==> src/rtl/barvinn_sim_monitor.sv <==
// BARVINN run controller / watchdog for simulation and FPGA bring-up.
// Tracks NUM_CH channels (done, pass, activity) and ends the run on completion,
// per-channel hang or global cycle timeout.
// Optional feature macro: BARVINN_SIM_MON_STAMP_EN (adds per-channel ch_stamp).

// Per-channel tracker: sticky done/pass/hang plus saturating idle counter.
module barvinn_sim_monitor_ch #(
  parameter int HANG_W      = 16,
  parameter int HANG_CYCLES = 4096
) (
  input  logic clk,
  input  logic rst,
  input  logic clr,
  input  logic run,
  input  logic en,
  input  logic done_in,
  input  logic pass_in,
  input  logic act,
  output logic done_nx,
  output logic hang_nx,
  output logic done,
  output logic pass_q,
  output logic hang
);
  localparam logic [HANG_W-1:0] HLIM  = HANG_W'(HANG_CYCLES);
  localparam logic [HANG_W-1:0] HLAST = HANG_W'(HANG_CYCLES - 1);

  logic [HANG_W-1:0] idle;
  logic              first;
  logic              hit;

  // Next-cycle view of the sticky flags, so the run controller can terminate
  // in the same cycle the event arrives.
  always_comb begin
    first   = run & en & done_in & ~done;
    done_nx = done | (run & en & done_in);
    hit     = run & en & ~done_nx & ~act & (idle == HLAST);
    hang_nx = hang | hit;
  end

  // Flag and idle-counter state; frozen outside RUN, cleared on a new run.
  always_ff @(posedge clk) begin
    if (rst || clr) begin
      done   <= 1'b0;
      pass_q <= 1'b0;
      hang   <= 1'b0;
      idle   <= '0;
    end else if (run) begin
      done <= done_nx;
      hang <= hang_nx;
      if (first) pass_q <= pass_in;
      if (act || done_nx)           idle <= '0;
      else if (en && idle != HLIM)  idle <= idle + 1'b1;
    end
  end
endmodule

// Top: run FSM, global cycle counter and per-channel tracker array.
module barvinn_sim_monitor #(
  parameter int NUM_CH         = 8,
  parameter int CNT_W          = 32,
  parameter int TIMEOUT_CYCLES = 50_000_000,
  parameter int HANG_W         = 16,
  parameter int HANG_CYCLES    = 4096
) (
  input  logic              clk,
  input  logic              rst,
  input  logic              start,
  input  logic [NUM_CH-1:0] ch_en,
  input  logic [NUM_CH-1:0] ch_done,
  input  logic [NUM_CH-1:0] ch_pass,
  input  logic [NUM_CH-1:0] ch_activity,
  output logic              busy,
  output logic              finished,
  output logic              pass,
  output logic              timeout,
  output logic [NUM_CH-1:0] hang_mask,
  output logic [NUM_CH-1:0] done_mask,
  output logic [CNT_W-1:0]  cycle_cnt
`ifdef BARVINN_SIM_MON_STAMP_EN
  ,
  output logic [NUM_CH*CNT_W-1:0] ch_stamp
`endif
);
  typedef enum logic [1:0] {S_IDLE, S_RUN, S_DONE, S_ABORT} state_t;

  localparam logic [CNT_W-1:0] TO_LAST = CNT_W'(TIMEOUT_CYCLES - 1);

  state_t            state_q, state_d;
  logic              run, start_acc, all_done, any_hang, to_hit;
  logic [NUM_CH-1:0] en_q, done_nx, hang_nx, pass_q;

  assign run       = (state_q == S_RUN);
  assign start_acc = start & ~run;
  assign all_done  = &(done_nx | ~en_q);
  assign any_hang  = |hang_nx;
  assign to_hit    = (cycle_cnt == TO_LAST);

  genvar g;
  generate
    for (g = 0; g < NUM_CH; g++) begin : g_ch
      barvinn_sim_monitor_ch #(
        .HANG_W     (HANG_W),
        .HANG_CYCLES(HANG_CYCLES)
      ) u_ch (
        .clk    (clk),
        .rst    (rst),
        .clr    (start_acc),
        .run    (run),
        .en     (en_q[g]),
        .done_in(ch_done[g]),
        .pass_in(ch_pass[g]),
        .act    (ch_activity[g]),
        .done_nx(done_nx[g]),
        .hang_nx(hang_nx[g]),
        .done   (done_mask[g]),
        .pass_q (pass_q[g]),
        .hang   (hang_mask[g])
      );
    end
  endgenerate

  // State register.
  always_ff @(posedge clk) begin
    if (rst) state_q <= S_IDLE;
    else     state_q <= state_d;
  end

  // Next state: completion beats hang, hang beats timeout.
  always_comb begin
    state_d = state_q;
    unique case (state_q)
      S_IDLE:  if (start) state_d = S_RUN;
      S_RUN: begin
        if (all_done)      state_d = S_DONE;
        else if (any_hang) state_d = S_ABORT;
        else if (to_hit)   state_d = S_ABORT;
      end
      S_DONE, S_ABORT: if (start) state_d = S_RUN;
      default: state_d = S_IDLE;
    endcase
  end

  // Run bookkeeping: enable mask, cycle counter, timeout cause.
  always_ff @(posedge clk) begin
    if (rst) begin
      en_q      <= '0;
      cycle_cnt <= '0;
      timeout   <= 1'b0;
    end else if (start_acc) begin
      en_q      <= ch_en;
      cycle_cnt <= '0;
      timeout   <= 1'b0;
    end else if (run) begin
      cycle_cnt <= cycle_cnt + 1'b1;
      timeout   <= ~all_done & ~any_hang & to_hit;
    end
  end

  assign busy     = run;
  assign finished = (state_q == S_DONE) || (state_q == S_ABORT);
  assign pass     = (state_q == S_DONE) && (&(pass_q | ~en_q));

`ifdef BARVINN_SIM_MON_STAMP_EN
  logic [NUM_CH-1:0][CNT_W-1:0] stamp_q;

  // Capture cycle_cnt at each channel's first done.
  always_ff @(posedge clk) begin
    if (rst || start_acc) begin
      stamp_q <= '0;
    end else if (run) begin
      for (int i = 0; i < NUM_CH; i++)
        if (en_q[i] && ch_done[i] && !done_mask[i]) stamp_q[i] <= cycle_cnt;
    end
  end

  assign ch_stamp = stamp_q;
`endif
endmodule

==> config.mk <==
export PLATFORM = sky130hd
export DESIGN_NAME = barvinn_sim_monitor
export DESIGN_NICKNAME = d
export VERILOG_FILES = /design/src/rtl/barvinn_sim_monitor.sv
export SDC_FILE = /design/constraint.sdc
export NUM_CORES = 1
export LEC_CHECK = 0
export BUFFER_PORTS_ARGS = -buffer_cell sky130_fd_sc_hd__buf_2
export CORE_ASPECT_RATIO = 1.2
export CORE_UTILIZATION = 40
export DETAILED_ROUTE_END_ITERATION = 8
export PLACE_DENSITY = 0.69
export REMOVE_ABC_BUFFERS = 1
export SLEW_MARGIN = 20
export SYNTH_ARGS = -nofsm -noshare
export SYNTH_HDL_FRONTEND = slang
export SYNTH_SLANG_ARGS = --single-unit
==> constraint.sdc <==
create_clock -name clk -period 4.4 [get_ports clk]
set_clock_uncertainty 0.05 [all_clocks]
set_input_delay 0.66 -clock clk [delete_from_list [all_inputs] [get_ports clk]]
set_output_delay 0.66 -clock clk [all_outputs]
set_load 0.005 [all_outputs]
Word-level counts from Yosys, hierarchy flattened
Index checks and enable logic that the tools add are counted.

operators by class
  add/sub/neg operators = 9
  multiply operators = 0
  divide/modulo/power cells = 0
  order comparisons = 0
  equal/unequal tests = 22
  shift operators = 0
  multiplexer cells = 21
  bitwise logic cells = 97
  reductions and logical operators = 50

operators with widths
  operator                 number
  $mux W16                 16
  $add A16 B1 Y16 const B  8
  $eq A16 B12 Y1 const B   8
  $ne A16 B13 Y1 const B   8
  $and A1 B1 Y1            51
  $reduce_and A2 Y1        17
  $add A32 B1 Y32 const B  1
  $eq A32 B26 Y1 const B   1
  $not A1 Y1               27
  $or A1 B1 Y1             16
  $or A8 B8 Y8             2
  $reduce_and A8 Y1        2
  $reduce_bool A2 Y1       8
  $logic_or A1 B1 Y1       10
  $logic_and A1 B1 Y1      9
  $mux W2                  4
  $not A8 Y8               1
  $reduce_or A8 Y1         1
  $eq A2 B2 Y1 const B     2
  $ne A4 B4 Y1 const B     1
  $pmux W2 S2              1
  $reduce_or A3 Y1         1
  $eq A2 B1 Y1 const B     1
  $logic_not A2 Y1         1
  other kinds (2)          2

word-level totals
  register bits after elaboration = 195
  latch bits = 0
  bits in writable memories = 0
  bits in read-only memories = 0
  input port bits = 35
  output and inout bits = 52
  memories kept = 0

Longest topological paths before layout
Gate-level depths: netlist of run 1.

  depth in word-level cells = 13
  depth in mapped cells = 9
  mapped depth without buffers = 8

By module
From an unflattened synthesis of run 1, not the netlist that was laid out.

second synthesis, totals
  cells, all modules = 1,244
  area total of the unflattened synthesis = 10,417.5 um2

modules (own cells, without submodules)
  module                  times used  cells an instance  area an instance (um2)  seq. area each (um2)
  barvinn_sim_monitor_ch  8           124                1,049.8                 380.4
  barvinn_sim_monitor     1           252                2,019.4                 860.8

Worst setup path after synthesis of run 1
No wires, ideal clock.

  path type = register to register
  start = register cycle_cnt[0]
  end = register cycle_cnt[26]
  data arrival time = 1.938 ns
  data required time = 4.280 ns
  slack = 2.341 ns
  cell stages (with the launch flop) = 8
  path buffers = 1
  clock period less this slack = 2.059 ns
  cell sequence = dfxtp_1 ha_1 and3_1 nand2_1 or4_1 buf_2 or3_1 a21oi_1

on the way
  longest elaborated chain between the ends = 1

RTL lines
  item                      RTL line  text
  start: declaration        79        output logic [CNT_W-1:0] cycle_cnt
  start signal: assignment  155       cycle_cnt <= cycle_cnt + 1'b1;
  $add A32 B1 Y32           155

Every way passes these cells.
A chain may end at the register's enable or synchronous reset.

Worst setup path after layout of run 1
  start = register state_q[0]
  end = register cycle_cnt[26]

on the way
  longest elaborated chain between the ends = 4

RTL lines
  item                        RTL line  text
  start: declaration          89        state_t state_q, state_d;
  start signal: assignment    126       else state_q <= state_d;
  $eq A2 B1 Y1 (*)            93        assign run = (state_q == S_RUN);
  $not A1 Y1                  94        assign start_acc = start & ~run;
  $and A1 B1 Y1               94
  $reduce_or A2 Y1 (no line)  n/a

Every way passes the cells marked *; elsewhere a longest branch is shown, timed or not.

==> results.md, run 1 <==
* Outcome: finished clean
* Die footprint at 0.02454 sq mm
* Die X at between 100 and 150 microns
* Most common cell in the netlist: dfxtp_1
* Cells after Synth at 1162
* Measured slew at the worst slew-check pin at 0.9643 ns
* Vias in the first global route at around 7700
* Number of remaining DRC errors at 0
* Post-synthesis sequential area ratio at between 40% and 50%
* CP Capture Type: flop
* CTS root buffer: clkbuf_16
* DIE HEIGHT at 171.4 microns
* Layout Nets at 1271
* Most frequent cells after synthesis: dfxtp_1 (195), nor2_1 (185), xnor2_1 (105)
* Post-synth top area share at about two fifths
* Syn Area/Cell at 8.234 sq um
* Highest net fanout along the worst path at 32
* H-tree Lvls at 4
* Sequential standard cell area at 0.003904 sq mm
* Normalized max-slew margin at 35.28%
* First-pass GRT wire length at 37980 microns
* Total CTS buffers at 17
* Final period util at 66.38%
* RSZ-0062 raised after global routing: false
* Hpwl dp at 15940 microns
* TNS Setup at 0 ns
* Routed Antenna Nets at 0
* Post-CTS sizing at 0
* Initial antenna violation count at 5
* Worst Path Arrival at between 3 and 4 ns
* Hold Crit Class: input port to flop
* Via count at 8268
* Setup ws final at around 1.5 ns
* DR iter-0 viols at 473
* Port bufs at 86
* Primary FF master, synth: dfxtp_1
* Starting Density at 40.97%
* Final setup vio count at 0
* CTS Buffer Depth at 2
* I/O pin total at 87
* Synth Warn # at 0
* Share of cells above drive strength 1 at roughly an eighth
* Core area at between 0.02 and 0.025 sq mm
* Area occupied by multi-input gates at 0.005185 sq mm
* Avg WL per Cell at 14.63 microns
* Final Hold Fails at 0
* Pins Over Slew Limit at 0
* Cell taking the most area after synthesis: dfxtp_1
* Row cnt at 61
* Worst vdd ir at between 0.2 and 0.25 mV
* Required @ worst endpoint at 4.71 ns
* Leakage power at roughly 0.0036 uW
* Synth cell types at 55
* Max cap viols at 0
* Wirelength, routed at 22700 microns
* Async S/R FF share, synth at 0%
* Clock Pin Slew Worst Setup and Hold Paths at 0.07 ns
* CTS tree: yes
* Post-CTS Setup Bufs at 0
* Cts hold-fix bufs at 0
* PwrDens at 338.9 mW/mm^2
* Post-Syn Area at 0.009568 sq mm
* Critical path class: flop to flop
* Count of flip-flops with a built-in enable after synthesis at 0
* Number of fill cells at ~2400
* Place WS at 1.503 ns
* Min cycle time layout at 2.921 ns
* CTS Sinks at 195
* Gr usage total at 19.32%
* Synth-to-Final Area Change at 12.92%
* Worst skew pair latency at about 0.43 ns
* Crit start category: flop
* DR vias/cell at about 5.3
* Largest net degree at the start of global routing at between 40 and 50
* Seq cells post-synth at 195
* Largest cells by area after synthesis: dfxtp_1 (41%), xnor2_1 (9.6%), nor2_1 (7.3%), nor4_1 (4.0%), nand2_1 (3.3%)
* Max Clock Freq at between 0.3 and 0.4 GHz
* GRT overflow at 0
* DR pass1 iterations at 5
* GPL Wtd Cong at roughly 0.85
[final timing paths]
| check | slack, ns | depth (start not counted) | start | endpoint |
|---|---|---|---|---|
| hold reg to reg | 0.43 | 2 | g_ch[7].u_ch.pass_q$_SDFFE_PP0P_ | g_ch[7].u_ch.pass_q$_SDFFE_PP0P_ |
| hold / removal | 0.42 | 3 | ch_pass[6] | g_ch[6].u_ch.pass_q$_SDFFE_PP0P_ |
| setup reg to reg | 1.48 | 6 | state_q[0]$_SDFFE_PP0P_ | cycle_cnt[26]$_SDFFE_PP0N_ |
| setup / recovery | 1.48 | 6 | state_q[0]$_SDFFE_PP0P_ | cycle_cnt[26]$_SDFFE_PP0N_ |
[area by class of cell]
cell class	instances	share of cell area [%]
Clock buffer	22	4.389
Tap cell	315	3.648
Timing Repair Buffer	96	4.679
Inverter	49	1.702
Antenna cell	4	0.09265
Multi-Input combinational cell	860	47.99
Clock inverter	10	1.367
Sequential cell	195	36.13
[through the flow]
step	area (sq um)	hold slack, ns	util (%)	std cells	total power, uW
after global placement	10170	0.4168	43.54	1515	2062
after detailed placement	10170	0.4197	43.54	1515	2064
final	10800	0.4151	46.26	1551	3662
after CTS	10790	0.4008	46.20	1547	3694
after floorplan	9266	0.4011	-	1104	1959
after global routing	10800	0.4078	46.23	1548	3784
[registers in the layout (all words and copies together) (netlist names)]
| register | cells |
|---|---|
| state_q | 2 |
| en_q | 8 |
| g_ch.u_ch.pass_q | 8 |
| cycle_cnt | 32 |
| timeout | 1 |
| g_ch.u_ch.done | 8 |
| g_ch.u_ch.hang | 8 |
| g_ch.u_ch.idle | 128 |
[routing by layer]
layer / track usage (%) / share of wire, % / vias to the layer above
met5: 0 / 0.10 / -
met4: 6.171 / 1.5 / 4
met3: 5.011 / 6.1 / 29
met2: 30.99 / 46 / 190
met1: 25.16 / 46 / 3862
li1: - / - / 4183
[where the power goes]
| part | switching (uW) | internal, uW | leakage (uW) | total (uW) |
|---|---|---|---|---|
| clock | 689 | 947 | 0.000305 | 1640 |
| combinational | 167 | 65.5 | 0.00169 | 233 |
| sequential | 19.2 | 1770 | 0.00157 | 1790 |
| total | 876 | 2790 | 0.00357 | 3660 |
[placed cells by master, fill, tap and decap left out, types with 5 or more instances in the layout]
cell type  netlist  layout
nand4_1         42      42
xnor2_1        105     105
nor3_1          36      36
nor4b_1         23      23
mux2i_1          9       9
a31oi_1         10      10
o21ai_0         28      27
ha_1            17      17
buf_4           16      10
nor2b_1          8       8
a21oi_1         52      52
xor2_1          17      17
nand3b_1         8       8
nand2_1         85      85
nor4_1          61      61
nor3b_1         11      11
nor2_1         185     185
nor4bb_1         9       9
dfxtp_1        195     195
or3_1           24      24
and3_1          16      16
nand3_1         54      54
a22oi_1          6       6
clkbuf_16        0      17
nand2b_1         7       6
and4_1           6       6
a41oi_1          5       5
buf_2           13      86
inv_1           48      48
clkinv_4         0       5
[cell families after synthesis]
family | count (synthesis) | share of synthesized area, %
AO/OA/AOI/OAI | 117 | 7.062
XOR/XNOR | 122 | 11.17
adder cells (fa/ha/maj) | 17 | 2.223
buffers and inverters | 107 | 5.074
flip-flops | 195 | 40.80
multiplexers | 10 | 1.059
AND/OR/NAND/NOR | 594 | 32.61
[worst max-delay path: stages (launching register included)]
cell	delay, ns
dfxtp_1	0.61
nand2b_4	0.32
inv_2	0.53
nand2_1	0.15
or4_1	0.68
or3_1	0.35
a21oi_1	0.14
No activity file was read; power rests on OpenSTA's default activity.
==> run 2, diff against run 1 <==
--- a/config.mk
+++ b/config.mk
@@ -5,11 +5,12 @@
 export SDC_FILE = /design/constraint.sdc
 export NUM_CORES = 1
 export LEC_CHECK = 0
+export ABC_AREA = 1
 export BUFFER_PORTS_ARGS = -buffer_cell sky130_fd_sc_hd__buf_2
 export CORE_ASPECT_RATIO = 1.2
 export CORE_UTILIZATION = 40
 export DETAILED_ROUTE_END_ITERATION = 8
-export PLACE_DENSITY = 0.69
+export PLACE_DENSITY = 0.71
 export REMOVE_ABC_BUFFERS = 1
 export SLEW_MARGIN = 20
 export SYNTH_ARGS = -nofsm -noshare
==> constraint.sdc (replaced) <==
create_clock -name clk -period 2.45 [get_ports clk]
set_clock_uncertainty 0.05 [all_clocks]
set_input_delay 0.3675 -clock clk [delete_from_list [all_inputs] [get_ports clk]]
set_output_delay 0.3675 -clock clk [all_outputs]
set_load 0.005 [all_outputs]
==> results.md, run 2 <==
* Outcome: finished clean
* Crit start category: flop
* Gr usage total at 21.32%
* Max Clock Freq at 0.4372 GHz
* Total CTS buffers at 17
* Count of flip-flops with a built-in enable after synthesis at 0
* Hpwl dp at 21680 microns
* Highest net fanout along the worst path at 16
* R2R cell count at 8
* CTS Buffer Depth at 2
* Max cap viols at 0
* DR iter-0 viols at 637
* Die X at 150.8 microns
* Largest cells by area after synthesis: dfxtp_1 (37%), nand2_1 (9.6%), nor2_1 (7.7%), a21oi_1 (6.5%), inv_1 (6.1%)
* First-pass GRT wire length at roughly 46000 microns
* Number of remaining DRC errors at 0
* Post-CTS Setup Bufs at 0
* Post-synthesis sequential area ratio at 36.73%
* DR vias/cell at 5.329
* PwrDens at ~600 mW/mm^2
* Row cnt at 65
* Layout Nets at 1670
* Pins Over Slew Limit at 0
* TNS Setup at 0 ns
* Largest family of logic cells by synthesized area: simple AND/OR/NAND/NOR gates
* Vias in the first global route at 9745
* Cell taking the most area after synthesis: dfxtp_1
* CP Cell Sequence: inv_2 -> nor2_4 -> nor2_1 -> nor2_4 -> buf_4 -> nand2_1 -> o21bai_1 -> a21oi_1
* GPL Wtd Cong at 0.9550
* Max FFs per register at 128
* RSZ-0062 raised after global routing: false
* Most frequent cells after synthesis: nand2_1 (273), nor2_1 (218), dfxtp_1 (195)
* Post-route design area at roughly 0.012 sq mm
* CP max stage delay at 0.39 ns
* Post-synth top area share at 36.73%
* Synth Warn # at 0
* Cells after Synth at 1549
* Largest net degree at the start of global routing at 51
* Required @ worst endpoint at 2.76 ns
* H-tree Lvls at 4
* Normalized max-slew margin at 62.12%
* Post-synthesis adder-cell area fraction at 2.001%
* Syn Area/Cell at 6.861 sq um
* Biggest registers after layout: g_ch.u_ch.idle: 128 flops, cycle_cnt: 32 flops
* Synth Area in Simple Gates at 36.66%
* CTS root buffer: clkbuf_16
* CTS tree: yes
* Commonest non-fill, non-tap cell in the layout: nand2_1
* CP most frequent cell: nor2_4
* Worst skew pair latency at 0.45 ns
* Worst vdd ir at 0.4973 mV
* Routed Antenna Nets at 0
* Core area at roughly 0.026 sq mm
* Leakage power at 0.004321 uW
* Synth cell types at 47
* Primary FF master, synth: dfxtp_1
* Die footprint at 0.02723 sq mm
* Hold Crit Class: input port to flop
* DR pass1 iterations at 7
* Measured slew at the worst slew-check pin at 0.5630 ns
* Starting Density at 40.58%
* Seq cells post-synth at just under 200
* Most frequent cells in the layout: nand2_1 (273), nor2_1 (218), dfxtp_1 (195)
* Via count at 10480
* Final Hold Fails at 0
* CTS Sinks at 195
* Wirelength, routed at 28470 microns
* Clock Pin Slew Worst Setup and Hold Paths at about 0.080 ns
* Post-Syn Area at approximately 0.011 sq mm
* Slowest cell on the critical path: nor2_4
* Mux contribution to synthesized area at 0%
* Final setup vio count at 0
* I/O pin total at 87
* Most flop-heavy register: g_ch.u_ch.idle
* Share of cells above drive strength 1 at around an eighth
* CP Capture Type: flop
* DP Area at 0.01126 sq mm
* Avg WL per Cell at 14.48 microns
* Post-synthesis compound-gate area fraction at 11.64%
* Min cycle time layout at 2.287 ns
* Async S/R FF share, synth at 0%
* Final period util at 93.36%
* Hold Crit Depth at 3
* # diodes at 0
* Synth Area in XOR/XNOR at 3.214%
* Critical path class: flop to flop
* Port bufs at 86
* Synth-to-Final Area Change at 11.53%
* GRT overflow at 0
* Initial antenna violation count at 1
* DIE HEIGHT at 180.6 microns
* Overall Power at 6940 uW
* Most common cell in the netlist: nand2_1
* Utilization after layout at about 45%
* Worst Path Arrival at 2.60 ns
## run 2: cell types whose count changed after synthesis, sizes merged, moves of 24 or more
cell,before,now
nor4,62,18
xnor2,105,5
inv,49,189
nand2,85,290
nand3,55,110
a21oi,53,139
o21ai,28,58
nor2,185,229
or3,24,0
nor3,37,91
## run 2: what timing repair did
item | 4_1_cts | 5_1_grt
setup endpoints to repair | 0 | 2
gates resized for setup | 0 | 0
hold buffers | 0 | 0
hold endpoints to repair | 0 | 0
## run 2: kinds of logic (layout without fill, tap and decap cells)
kind of cell	Yosys count	count (layout)
flops	195	195
simple gates	829	829
buf+inv	238	320
xor+xnor	39	39
fa+ha+maj	17	17
compound gates	231	231
## run 2: worst paths after layout
path / end / slack (ns) / startpoint
setup / recovery: g_ch[2].u_ch.idle[8]$_SDFFE_PP0P_ / 0.16 / state_q[0]$_SDFFE_PP0P_
hold / removal: g_ch[7].u_ch.pass_q$_SDFFE_PP0P_ / 0.17 / ch_pass[7]
setup reg to reg: g_ch[2].u_ch.idle[8]$_SDFFE_PP0P_ / 0.16 / state_q[0]$_SDFFE_PP0P_
hold reg to reg: g_ch[7].u_ch.idle[15]$_SDFFE_PP0P_ / 0.42 / g_ch[7].u_ch.idle[15]$_SDFFE_PP0P_
## run 2: per-layer routing
layer | part of all wire [%] | track usage (%) | up-vias
met4 | 4.0 | 10.24 | 2
met2 | 49 | 36.57 | 287
li1 | - | - | 5284
met5 | 0.046 | 0 | -
met3 | 5.5 | 3.494 | 65
met1 | 42 | 25.49 | 4839
## run 2: through the flow
step,setup WS (ns),hold WS (ns),cells
after global placement,0.3163,0.4130,1934
after detailed placement,0.1562,0.4067,1934
final,0.1627,0.1717,1966
after CTS,0.1175,0.1513,1966
after global routing,0.001431,0.1642,1966
after floorplan,-0.1030,0.3866,1502
## run 2: layout make-up
cell class              instances  area (sq um)
clock buffers                  17         425.4
clock inverters                15         166.4
fillers                      2691         14340
inverters                     191         724.4
multi-input cells            1116          5688
flip-flops and latches        195          3904
well taps                     335         419.2
repair buffers                 97         525.5
## run 2: worst max-delay path, delay by kind of cell (launching register included)
family	cells	cell delay, ns
compound gates	2	0.40
flops	1	0.34
buf+inv	2	0.32
simple gates	4	1.10
## run 2: power by group
part           leakage, uW  internal, uW  switching, uW
clock network     0.000295          1450           1380
logic              0.00245           229            628
registers          0.00157          3210           41.3
==> run 3, diff against run 2 <==
--- a/config.mk
+++ b/config.mk
@@ -10,6 +10,7 @@
 export CORE_ASPECT_RATIO = 1.2
 export CORE_UTILIZATION = 40
 export DETAILED_ROUTE_END_ITERATION = 8
+export GPL_TIMING_DRIVEN = 0
 export PLACE_DENSITY = 0.71
 export REMOVE_ABC_BUFFERS = 1
 export SLEW_MARGIN = 20
==> results.md, run 3 (synthesis results as in run 2) <==
* Cell Count Post-Placement at between 1500 and 2000
* Routed Antenna Nets at 0
* # diodes at 0
* DR pass1 iterations at 5
* CTS Buffer Depth at 2
* Hold Crit Depth at 3
* Final setup vio count at 0
* CP Capture Type: output port
* Required @ worst endpoint at 2.03 ns
* Synth-to-Final Area Change at 11.58%
* Highest net fanout along the worst path at 3
* Pins Over Slew Limit at 0
* Gr usage total at 21.31%
* H-tree Lvls at 4
* Setup ws final at roughly 0.12 ns
* Worst vdd ir at 0.5022 mV
* DP Area at approximately 0.011 sq mm
* PwrDens at 584.3 mW/mm^2
* Worst Path Arrival at 1.92 ns
* I/O pin total at 87
* Worst skew pair latency at roughly 0.45 ns
* Port bufs at 86
* Hold Crit Class: input port to flop
* Clock Pin Slew Worst Setup and Hold Paths at ~0.07 ns
* Total CTS buffers at 17
* Initial antenna violation count at 1
* GRT overflow at 0
* CTS root buffer: clkbuf_16
* Vias in the first global route at around 10000
* Biggest registers after layout: g_ch.u_ch.idle: 128 flops, cycle_cnt: 32 flops
* Final period util at 95.24%
* Min cycle time layout at 2.333 ns
* Max FFs per register at 128
* Commonest non-fill, non-tap cell in the layout: nand2_1
* Max Clock Freq at 0.4286 GHz
* Most flop-heavy register: g_ch.u_ch.idle
* Layout Nets at 1668
* Number of remaining DRC errors at 0
* Final Hold Fails at 0
* Outcome: finished clean
* GPL Wtd Cong at 0.9612
* Core area at 0.02619 sq mm
* Via count at 10410
* Crit start category: flop
* DR iter-0 viols at 690
* First-pass GRT wire length at 46610 microns
* Most frequent cells in the layout: nand2_1 (271), nor2_1 (218), dfxtp_1 (193)
* Largest net degree at the start of global routing at 82
* DR vias/cell at 5.301
* Die footprint at approximately 0.027 sq mm
* Post-route insts no fill at 1964
* Hpwl dp at between 20000 and 25000 microns
* Utilization after layout at between 40 and 50%
* R2R cell count at 11
* Max cap viols at 0
* Post-route design area at approximately 0.012 sq mm
* DIE HEIGHT at roughly 180 microns
* Place WS at -1.349 ns
* CTS Sinks at 195
* Wirelength, routed at 28080 microns
* Measured slew at the worst slew-check pin at 0.8820 ns
* Avg WL per Cell at 14.30 microns
* Starting Density at between 40 and 50%
* Critical path class: flop to output port
* Normalized max-slew margin at about two fifths
* Row cnt at between 60 and 70
* Die X at 150.8 microns
* Leakage power at 0.004303 uW
* CTS tree: yes
* RSZ-0062 raised after global routing: true
* Share of cells above drive strength 1 at about an eighth
## run 3: cell type report
class / count / area [sq um]
Clock buffer: 17 / 425.4
Tap cell: 335 / 419.2
Multi-Input combinational cell: 1118 / 5737
Sequential cell: 195 / 3909
Inverter: 191 / 726.9
Timing Repair Buffer: 93 / 495.5
Fill cell: 2672 / 14330
Clock inverter: 15 / 146.4
## run 3: routing by layer
metal	track usage, %	routed length (microns)
met5	0	10
met3	3.899	1466
met4	8.800	931
met2	35.63	13350
met1	26.56	12320
## run 3: report_power, final
group	total, uW	leakage (uW)	switching (uW)	internal [uW]
Clock	2780	0.000275	1350	1430
Sequential	3270	0.00157	59.0	3210
Combinational	885	0.00245	656	228
Total	6930	0.00430	2060	4870
## run 3: final timing paths
kind | start | end | slack, ns
hold reg to reg | g_ch[5].u_ch.hang$_SDFFE_PP0N_ | g_ch[5].u_ch.hang$_SDFFE_PP0N_ | 0.42
hold / removal | ch_pass[4] | g_ch[4].u_ch.pass_q$_SDFFE_PP0P_ | 0.15
setup reg to reg | state_q[0]$_SDFFE_PP0P_ | cycle_cnt[27]$_SDFFE_PP0N_ | 0.20
setup / recovery | en_q[4]$_SDFFE_PP0P_ | pass | 0.12
## run 3: per-stage QoR
| stage | TNS (ns) | hold WS (ns) | total power, uW |
|---|---|---|---|
| after floorplan | -0.2421 | 0.3866 | 3842 |
| after global placement | -204.60 | 0.4069 | 4137 |
| after detailed placement | -185.60 | 0.4111 | 4144 |
| after CTS | 0 | 0.1406 | 6953 |
| after global routing | -0.004487 | 0.1541 | 7195 |
| final | 0 | 0.1542 | 6929 |
## run 3: critical path, cell delays in order, from the launching register on
cell,delay [ns]
dfxtp_1,0.33
inv_1,0.09
o22ai_1,0.15
or4_1,0.55
nor3_2,0.19
buf_2,0.16
## run 3: what timing repair did
action,CTS,global route
resized for setup,2,9
cloned,2,0
hold buffers,0,0
pin swaps,2,0
setup endpoints to repair,196,51
buffers inserted,7,0
